[src/rtl/nano_dbg_pkg.sv]
// Shared opcodes and FSM state encoding for the SPI debug slave.
package nano_dbg_pkg;

  localparam logic [7:0] OP_READ   = 8'h01;
  localparam logic [7:0] OP_WRITE  = 8'h02;
  localparam logic [7:0] OP_HALT   = 8'h03;
  localparam logic [7:0] OP_RESUME = 8'h04;

  typedef enum logic [2:0] {
    IDLE,
    CMD,
    ADDR,
    RD_REQ,
    DATA,
    WR_REQ,
    DONE
  } dbg_state_t;

endpackage

[src/rtl/nano_sync2.sv]
// Two-flop synchroniser for one asynchronous input bit, with a selectable reset value.
module nano_sync2 #(
  parameter logic RST_VAL = 1'b0
) (
  input  logic clk,
  input  logic rst,
  input  logic d,
  output logic q
);

  logic meta_q;
  logic sync_q;

  always_ff @(posedge clk or posedge rst) begin
    if (rst) begin
      meta_q <= RST_VAL;
      sync_q <= RST_VAL;
    end else begin
      meta_q <= d;
      sync_q <= meta_q;
    end
  end

  assign q = sync_q;

endmodule

[src/rtl/nano_dbg_spi_slave.sv]
// SPI debug slave: oversamples a mode-0 SPI link, decodes cmd/addr/data frames,
// and turns them into req/ack debug bus accesses plus core halt/resume control.
module nano_dbg_spi_slave
  import nano_dbg_pkg::*;
#(
  parameter int ADDR_W = 8,
  parameter int DATA_W = 8
) (
  input  logic              i_nano_clk,
  input  logic              i_nano_rst,
  input  logic              i_dbg_spi_en_n,
  input  logic              i_dbg_spi_sclk,
  input  logic              i_dbg_spi_mosi,
  output logic              o_dbg_spi_miso,
  output logic              o_dbg_req,
  output logic              o_dbg_we,
  output logic [ADDR_W-1:0] o_dbg_addr,
  output logic [DATA_W-1:0] o_dbg_wdata,
  input  logic              i_dbg_ack,
  input  logic [DATA_W-1:0] i_dbg_rdata,
  output logic              o_dbg_halt,
  output logic              o_dbg_late
);

  localparam int MAX_W = (ADDR_W > DATA_W) ? ((ADDR_W > 8) ? ADDR_W : 8)
                                           : ((DATA_W > 8) ? DATA_W : 8);
  localparam int CNT_W = $clog2(MAX_W) + 1;

  logic en_s, sclk_s, mosi_s;
  logic en_prev_q, sclk_prev_q;

  nano_sync2 #(.RST_VAL(1'b1)) u_sync_en   (.clk(i_nano_clk), .rst(i_nano_rst), .d(i_dbg_spi_en_n), .q(en_s));
  nano_sync2 #(.RST_VAL(1'b0)) u_sync_sclk (.clk(i_nano_clk), .rst(i_nano_rst), .d(i_dbg_spi_sclk), .q(sclk_s));
  nano_sync2 #(.RST_VAL(1'b0)) u_sync_mosi (.clk(i_nano_clk), .rst(i_nano_rst), .d(i_dbg_spi_mosi), .q(mosi_s));

  logic en_fall, en_rise, sclk_rise, sclk_fall;
  assign en_fall   = en_prev_q & ~en_s;
  assign en_rise   = ~en_prev_q & en_s;
  assign sclk_rise = ~sclk_prev_q & sclk_s;
  assign sclk_fall = sclk_prev_q & ~sclk_s;

  dbg_state_t        state_q, state_d;
  logic [CNT_W-1:0]  cnt_q, cnt_d;
  logic [6:0]        cmd_q, cmd_d;
  logic [ADDR_W-1:0] addr_q, addr_d;
  logic [DATA_W-1:0] wdata_q, wdata_d;
  logic [DATA_W-1:0] tx_q, tx_d;
  logic req_q, req_d, we_q, we_d, halt_q, halt_d, late_q, late_d;
  logic miso_q, miso_d, is_wr_q, is_wr_d, late_seen_q, late_seen_d, abort_q, abort_d;

  logic [7:0] new_cmd;
  logic       abort_now;
  assign new_cmd   = {cmd_q, mosi_s};
  assign abort_now = abort_q | en_rise;

  // A request, once raised, is only ever dropped by ack; an abort seen while
  // waiting is remembered so the FSM returns to IDLE instead of continuing.
  always_comb begin
    state_d     = state_q;
    cnt_d       = cnt_q;
    cmd_d       = cmd_q;
    addr_d      = addr_q;
    wdata_d     = wdata_q;
    tx_d        = tx_q;
    req_d       = req_q;
    we_d        = we_q;
    halt_d      = halt_q;
    late_d      = 1'b0;
    miso_d      = miso_q;
    is_wr_d     = is_wr_q;
    late_seen_d = late_seen_q;
    abort_d     = abort_q;

    case (state_q)
      IDLE: begin
        miso_d = 1'b0;
        if (en_fall) begin
          state_d     = CMD;
          cnt_d       = '0;
          tx_d        = '0;
          late_seen_d = 1'b0;
          abort_d     = 1'b0;
        end
      end
      CMD: begin
        if (en_rise) begin
          state_d = IDLE;
        end else if (sclk_rise) begin
          cmd_d = new_cmd[6:0];
          cnt_d = cnt_q + CNT_W'(1);
          if (cnt_q == CNT_W'(7)) begin
            cnt_d = '0;
            case (new_cmd)
              OP_HALT:   begin halt_d = 1'b1; state_d = DONE; end
              OP_RESUME: begin halt_d = 1'b0; state_d = DONE; end
              OP_READ:   begin is_wr_d = 1'b0; state_d = ADDR; end
              OP_WRITE:  begin is_wr_d = 1'b1; state_d = ADDR; end
              default:   state_d = DONE;
            endcase
          end
        end
      end
      ADDR: begin
        if (en_rise) begin
          state_d = IDLE;
        end else if (sclk_rise) begin
          addr_d = {addr_q[ADDR_W-2:0], mosi_s};
          cnt_d  = cnt_q + CNT_W'(1);
          if (cnt_q == CNT_W'(ADDR_W - 1)) begin
            cnt_d = '0;
            if (is_wr_q) begin
              state_d = DATA;
            end else begin
              state_d = RD_REQ;
              req_d   = 1'b1;
              we_d    = 1'b0;
            end
          end
        end
      end
      RD_REQ: begin
        if (i_dbg_ack) begin
          req_d   = 1'b0;
          tx_d    = (late_seen_q || abort_now) ? '0 : i_dbg_rdata;
          state_d = abort_now ? IDLE : DATA;
        end else begin
          if (en_rise) abort_d = 1'b1;
          if (sclk_fall && !late_seen_q) begin
            late_d      = 1'b1;
            late_seen_d = 1'b1;
          end
        end
      end
      DATA: begin
        if (en_rise) begin
          state_d = IDLE;
          miso_d  = 1'b0;
        end else begin
          if (sclk_fall && !is_wr_q) begin
            miso_d = tx_q[DATA_W-1];
            tx_d   = {tx_q[DATA_W-2:0], 1'b0};
          end
          if (sclk_rise) begin
            cnt_d = cnt_q + CNT_W'(1);
            if (is_wr_q) wdata_d = {wdata_q[DATA_W-2:0], mosi_s};
            if (cnt_q == CNT_W'(DATA_W - 1)) begin
              cnt_d = '0;
              if (is_wr_q) begin
                state_d = WR_REQ;
                req_d   = 1'b1;
                we_d    = 1'b1;
              end else begin
                state_d = DONE;
                miso_d  = 1'b0;
              end
            end
          end
        end
      end
      WR_REQ: begin
        if (i_dbg_ack) begin
          req_d   = 1'b0;
          we_d    = 1'b0;
          state_d = abort_now ? IDLE : DONE;
        end else if (en_rise) begin
          abort_d = 1'b1;
        end
      end
      DONE: begin
        miso_d = 1'b0;
        if (en_rise) state_d = IDLE;
      end
      default: state_d = IDLE;
    endcase
  end

  always_ff @(posedge i_nano_clk or posedge i_nano_rst) begin
    if (i_nano_rst) begin
      en_prev_q   <= 1'b1;
      sclk_prev_q <= 1'b0;
      state_q     <= IDLE;
      cnt_q       <= '0;
      cmd_q       <= '0;
      addr_q      <= '0;
      wdata_q     <= '0;
      tx_q        <= '0;
      req_q       <= 1'b0;
      we_q        <= 1'b0;
      halt_q      <= 1'b0;
      late_q      <= 1'b0;
      miso_q      <= 1'b0;
      is_wr_q     <= 1'b0;
      late_seen_q <= 1'b0;
      abort_q     <= 1'b0;
    end else begin
      en_prev_q   <= en_s;
      sclk_prev_q <= sclk_s;
      state_q     <= state_d;
      cnt_q       <= cnt_d;
      cmd_q       <= cmd_d;
      addr_q      <= addr_d;
      wdata_q     <= wdata_d;
      tx_q        <= tx_d;
      req_q       <= req_d;
      we_q        <= we_d;
      halt_q      <= halt_d;
      late_q      <= late_d;
      miso_q      <= miso_d;
      is_wr_q     <= is_wr_d;
      late_seen_q <= late_seen_d;
      abort_q     <= abort_d;
    end
  end

  assign o_dbg_spi_miso = miso_q;
  assign o_dbg_req      = req_q;
  assign o_dbg_we       = we_q;
  assign o_dbg_addr     = addr_q;
  assign o_dbg_wdata    = wdata_q;
  assign o_dbg_halt     = halt_q;
  assign o_dbg_late     = late_q;

endmodule

[config.mk]
export PLATFORM = sky130hd
export DESIGN_NAME = nano_dbg_spi_slave
export DESIGN_NICKNAME = d
export VERILOG_FILES = /design/src/rtl/nano_dbg_pkg.sv /design/src/rtl/nano_sync2.sv /design/src/rtl/nano_dbg_spi_slave.sv
export SDC_FILE = /design/constraint.sdc
export NUM_CORES = 1
export LEC_CHECK = 0
export ABC_AREA = 1
export BUFFER_PORTS_ARGS = -buffer_cell sky130_fd_sc_hd__buf_2
export CAP_MARGIN = 20
export CORE_ASPECT_RATIO = 1.4
export CORE_UTILIZATION = 57
export DETAILED_ROUTE_END_ITERATION = 8
export GPL_TIMING_DRIVEN = 0
export PLACE_DENSITY = 0.79
export SLEW_MARGIN = 20
export SYNTH_ARGS = -nofsm -noshare
export SYNTH_HDL_FRONTEND = slang
export SYNTH_SLANG_ARGS = --single-unit
export TNS_END_PERCENT = 5
[constraint.sdc]
create_clock -name i_nano_clk -period 1.6 [get_ports i_nano_clk]
set_input_delay 0 -clock i_nano_clk [delete_from_list [all_inputs] [get_ports i_nano_clk]]
set_output_delay 0 -clock i_nano_clk [all_outputs]
set_load 0.02 [all_outputs]
# [Word-level counts from Yosys, hierarchy flattened]
# Cells that the tools add are included.
[totals] ff_bits=54 out_inout_bits=21
[classes] addsub=1 n_eq_ne=37 mux=63 bitwise_logic=10 reduce_logical=31
[op_table] cell="$mux 3" count=17
[op_table] cell="$mux 8" count=5
[op_table] cell="$ne 2x2->1 const B" count=17
[op_table] cell="$reduce_and 10->1" count=3
[op_table] cell="$mux 1" count=26
[op_table] cell="$pmux 8 s3" count=1
[op_table] cell="$pmux 3 s7" count=1
[op_table] cell="$ne 3x3->1 const B" count=6
[op_table] cell="$eq 8x2->1 const B" count=2
[op_table] cell="$mux 4" count=4
[op_table] cell="$reduce_and 4->1" count=4
[op_table] cell="$reduce_and 5->1" count=3
[op_table] cell="$reduce_bool 2->1" count=6
[op_table] cell="$pmux 1 s2" count=5
[op_table] cell="$eq 3x3->1 const B" count=3
[op_table] cell="$reduce_bool 3->1" count=3
[op_table] cell="$eq 8x1->1 const B" count=1
[op_table] cell="$eq 8x3->1 const B" count=1
[op_table] cell="$pmux 4 s2" count=1
[op_table] cell="$eq 3x2->1 const B" count=2
[op_table] cell="$ne 2x1->1 const B" count=3
[op_table] cell="$pmux 1 s3" count=2
[op_table] cell="$reduce_and 3->1" count=2
[op_table] cell="$reduce_or 2->1" count=3
[op_table] cell="other kinds (12)" count=21

# [Logic depth before layout (Yosys ltp)]
[depth] ltp_word=9 mapped_depth=9

# [By module]
# A second synthesis with hierarchy kept.
[unflattened] hier_cells=313 area_unflattened_um2=2742.6
[by_module_without_submodules] module="nano_dbg_spi_slave" n_inst=1 cells_per_inst=304 area_per_inst_um2=2578.7 seq_area_each_um2=1202.4
[by_module_without_submodules] module="nano_sync2 at u_sync_mosi ..." n_inst=2 cells_per_inst=3 area_per_inst_um2=53.8 seq_area_each_um2=50.0
[by_module_without_submodules] module="nano_sync2 at u_sync_en" n_inst=1 cells_per_inst=3 area_per_inst_um2=56.3 seq_area_each_um2=52.6

# [Worst setup path after synthesis]
# No wires, ideal clock.
[synth_timing] kind="reg2reg" startpoint="register u_sync_en.sync_q, in the netlist u_sync_en.q" endpoint="register addr_q[7], in the netlist o_dbg_addr[7]" arrival_time_ps=1329 required_ps=1475 slack_ps=146 path_stages_with_launch=6 n_path_buf=0 synth_period_minus_slack_ps=1454 cell_sequence="dfstp_2 > inv_1 > nor2_2 > nor2_1 > nand2_1 > mux2_2"
[synth_via] elab_chain_cells=3
[synth_rtl] element="start, declared" line="nano_sync2.sv:12" source="logic sync_q;"
[synth_rtl] element="start signal, assigned" line="nano_sync2.sv:20" source="sync_q <= meta_q;"
[synth_rtl] element="$and 1x1->1" line="nano_dbg_spi_slave.sv:38" source="assign en_rise = ~en_prev_q & en_s;"
[synth_rtl] element="$not 1->1 (no source line)"
[synth_rtl] element="$reduce_and 3->1 (no source line)"
[synth_rtl] element="end signal, assigned" line="nano_dbg_spi_slave.sv:201" source="addr_q <= addr_d;"
[synth_rtl] element="end, declared" line="nano_dbg_spi_slave.sv:45" source="logic [ADDR_W-1:0] addr_q, addr_d;"
# No other way between the ends.
# A chain may end at the register's enable or synchronous reset.

# [Worst setup path in the final report]
[layout_timing] startpoint="register en_prev_q" endpoint="register tx_q[2]"
[layout_via] elab_chain_cells=7 elab_cells_between_ends=11 classes_between="2 x eq/ne; 3 x mux; 4 x bitwise; 2 x reduce/logical"
[layout_rtl] element="start, declared" line="nano_dbg_spi_slave.sv:30" source="logic en_prev_q, sclk_prev_q;"
[layout_rtl] element="start signal, assigned" line="nano_dbg_spi_slave.sv:196" source="en_prev_q <= en_s;"
[layout_rtl] element="$not 1->1" line="nano_dbg_spi_slave.sv:38"
[layout_rtl] element="$and 1x1->1" line="nano_dbg_spi_slave.sv:38"
[layout_rtl] element="$or 1x1->1" line="nano_dbg_spi_slave.sv:54" source="assign abort_now = abort_q | en_rise;"
[layout_rtl] element="$logic_or 1x1->1" line="nano_dbg_spi_slave.sv:124" source="tx_d = (late_seen_q || abort_now) ? '0 : i_dbg_rdata;"
[layout_rtl] element="$mux 8" line="nano_dbg_spi_slave.sv:124"
[layout_rtl] element="$mux 8" line="nano_dbg_spi_slave.sv:122" source="if (i_dbg_ack) begin"
[layout_rtl] element="$pmux 8 s3" line="nano_dbg_spi_slave.sv:74" source="case (state_q)"
[layout_rtl] element="end signal, assigned" line="nano_dbg_spi_slave.sv:203" source="tx_q <= tx_d;"
[layout_rtl] element="end, declared" line="nano_dbg_spi_slave.sv:47" source="logic [DATA_W-1:0] tx_q, tx_d;"
# Parallel ways exist; a longest one is shown, timed or not. The select of a mux whose other input is x is not followed.

==> impl_metrics.tcl <==
set metrics [dict create \
    status "complete, but fails checks" \
    violations "hold timing" \
    final_antenna_net_count 0 \
    slew_headroom 0.6633 \
    final_core_util 0.7398 \
    rrSetupSlack_ns 0.03 \
    drive_gt1_frac 0.2599 \
    yosys.area.top_type_share 0.4951 \
    cell_internal_pwr_uw 2894 \
    synth-async-reset-ratio 1.000 \
    crit_required_ns 1.83 \
    syn2layout_area_growth_pct 22.67 \
    reg2reg_from "en_prev_q" \
    postSynthCellCount 320 \
    grt_pass1_wl_mm 8.514 \
    cts_htree_levels 2 \
    cts_root_buffer "clkbuf_8" \
    yosysMostFrequentCell "nand2_1" \
    timing.rr.end "tx_q[2]" \
    rsz0062_at_grt "true" \
    worstRegToRegCells 7 \
    dr.pass1.iters 5 \
    grt_max_degree 32 \
    sequentialPowerShare 0.403 \
    synth.yosys.seq_area_share 0.5257 \
    total_power_uw 4889 \
    cp_data_arrival_time_ns 1.80 \
    power_density_mw_per_mm2 1546 \
    synth-seq-cells 54 \
    synth_cell_types 29 \
    drv_cap 0 \
    numCtsBuffers 5 \
    drt_iter0_drc 155 \
    cts_tree "done" \
    power_switching_uw 1995 \
    hold_class "in2reg" \
    synth-main-ff-cell "dfrtp_1" \
    syn_area_sq_mm 0.002577 \
    max_freq_ghz 0.6378 \
    finalCritPeriodShare 0.9799 \
    crit_family "flip-flops" \
    synth_area_leaders "dfrtp_1, nand2_1, o21ai_0, inv_1, nor2_1" \
    timing_hold_violations_final 1 \
    drcViolationCount 0 \
    viasPerCell 5.316 \
    combPwrFrac 0.406 \
    vdd_drop_max_v 0.001002 \
    fin_tns_setup_ns 0 \
    cp_num_buf_inv 2 \
    hold-worst-slack_ns -0.001074 \
    avgRoutedWirePerCell_um 12.54 \
    fin_crit_ns 1.568 \
    ios 35 \
    clkPwrFrac 0.191 \
    synth_top_area_cell "dfrtp_1" \
    p_leak_uw 0.001606 \
    gr-usage-all-layers 0.2338 \
    setup_viol 0 \
    fin_worst_skew_ns 0.01195 \
    path_clk_slew_ns 0.10 \
    io_buffers 34 \
    gp_congestion 0.9339 \
    critPathMaxFanout 6 \
    initial_core_util 0.6030 \
    antenna_found_initial 0 \
    wl_mm 5.479 \
    syn_nets 337 \
    dp.cells 415 \
    dieWidth_um 58.83 \
    end_kind "register" \
    cp.depth 7 \
    diodes 0 \
    num_rows 28 \
    dr_total_vias 2323 \
    yosysWarnings 0 \
    synthTopCellsByCount "nand2_1, dfrtp_1, inv_1" \
    cpMaxStageDelayCell "dfstp_2" \
    worstSetupPathType "reg2reg" \
    start_kind "register" \
    slew_violations 0 \
    hpwl_mm 3.813 \
    avgSynthCellArea_sq_um 8.055 \
    n_fill_cell 315 \
    clk_latency_ns 0.31 \
    crit_path_end "tx_q[2]" \
    max_stage_delay_ns 0.60 \
    worst_pin_slew_ns 0.5043 \
    crit_path_start "en_prev_q" \
    core_sq_mm 0.004274 \
    instances_no_fill 437 \
    layout.nets 393 \
    cts.sinks 54 \
    path_cells "inv_2, o21ai_2, nand3_2, nor2_4, buf_4, nand2_1, o21ai_0" \
    grt_pass1_vias 2047 \
    die_area_sq_mm 0.004798 \
    synth_edf_count 0 \
    die_y_um 81.57 \
    cts_max_path_buffers 2 \
    overflow 0 \
    switching_share 0.4080 \
]
final cells by class:
type                    instances  area (sq um)  area share
plain buffers                   5         38.79     0.01227
clock buffers                   5         68.82     0.02176
clock inverters                 3         47.55     0.01504
inverters                      38         142.6     0.04511
multi-input cells             223          1120      0.3542
flip-flops and latches         54          1359      0.4298
well taps                      60         75.07     0.02374
repair buffers                 49         310.3     0.09814
tightest hold or removal path, stage by stage:
cell and delay (ns):
buf_2 0.08, nand2_1 0.04, o21ai_0 0.06, nand2_1 0.05, o21ai_0 0.05
stage by stage:
| stage | cell area, sq um | setup slack [ns] |
|---|---|---|
| global placement | 2823 | -0.3226 |
| global route | 3162 | -0.07032 |
| CTS | 3038 | 0.0001108 |
| floorplan | 2577 | 0.1461 |
| finish | 3162 | 0.03214 |
| detailed placement | 2843 | -0.1196 |
how the worst min path moves through the flow:
stage                         from                  to  slack, ns  depth (start not counted)
floorplan           i_dbg_spi_en_n    u_sync_en.meta_q      0.004                          0
global placement    i_dbg_spi_sclk  u_sync_sclk.meta_q       0.11                          1
detailed placement      i_nano_rst       o_dbg_addr[7]       0.06                          2
CTS                 i_dbg_rdata[4]             tx_q[4]      0.006                          5
global route        i_dbg_rdata[2]             tx_q[2]       0.05                          5
finish              i_dbg_rdata[4]             tx_q[4]     -0.001                          5
state kept, by name (all words and copies together) (netlist names), 3 cells and up:
register     flops
o_dbg_addr       8
cnt_q            4
cmd_q            7
state_q          3
o_dbg_wdata      8
tx_q             8
layer usage:
metal  wire length [um]  track usage
met3                232      0.04409
met1               2254       0.2676
met5                  0            0
met4                 73      0.06905
met2               2919       0.4352
timing repair:
item                       in CTS  in global routing
hold buffers                    6                  0
hold endpoints to repair       28                  0
pin swaps                       0                  6
setup endpoints to repair      34                 42
setup buffers                   0                  7
gates cloned                    0                  1
gates resized for setup         7                 30
power groups by stage:
stage	Clock (uW)	Combinational, uW	Sequential (uW)
2_1_floorplan	0	1200	2070
3_3_place_gp	0	1720	1960
3_5_place_dp	0	1770	1980
4_1_cts	955	1800	1960
5_1_grt	997	2190	2010
6_report	934	1980	1970
cells in the final DEF, fill, tap and decap left out, types with 2 or more instances in the layout:
cell,instances
a21oi_1,14
a21oi_2,2
a31oi_1,2
buf_2,35
buf_4,10
clkbuf_8,5
dfrtp_1,48
dfrtp_2,3
dfstp_2,3
dlygate4sd3_1,6
ha_1,2
inv_1,32
inv_2,6
nand2_1,87
nand2_2,7
nand3_1,15
nand3_2,6
nand4_1,4
nor2_1,23
nor2_2,8
nor2_4,4
nor3_1,2
o21ai_0,33
o21ai_1,4
o31ai_1,2
logic make-up (layout without fill, tap and decap cells):
kind of cell / count (synthesis) / after routing / share of synthesized area
flip-flops: 54 / 54 / 0.5257
AO/OA/AOI/OAI: 60 / 60 / 0.1248
adder cells (fa/ha/maj): 3 / 3 / 0.01456
multiplexers: 1 / 1 / 0.004369
XOR/XNOR: 1 / 1 / 0.003399
AND/OR/NAND/NOR: 158 / 158 / 0.2587
buffers and inverters: 43 / 100 / 0.06845
Power figures use the tool's default switching activity.
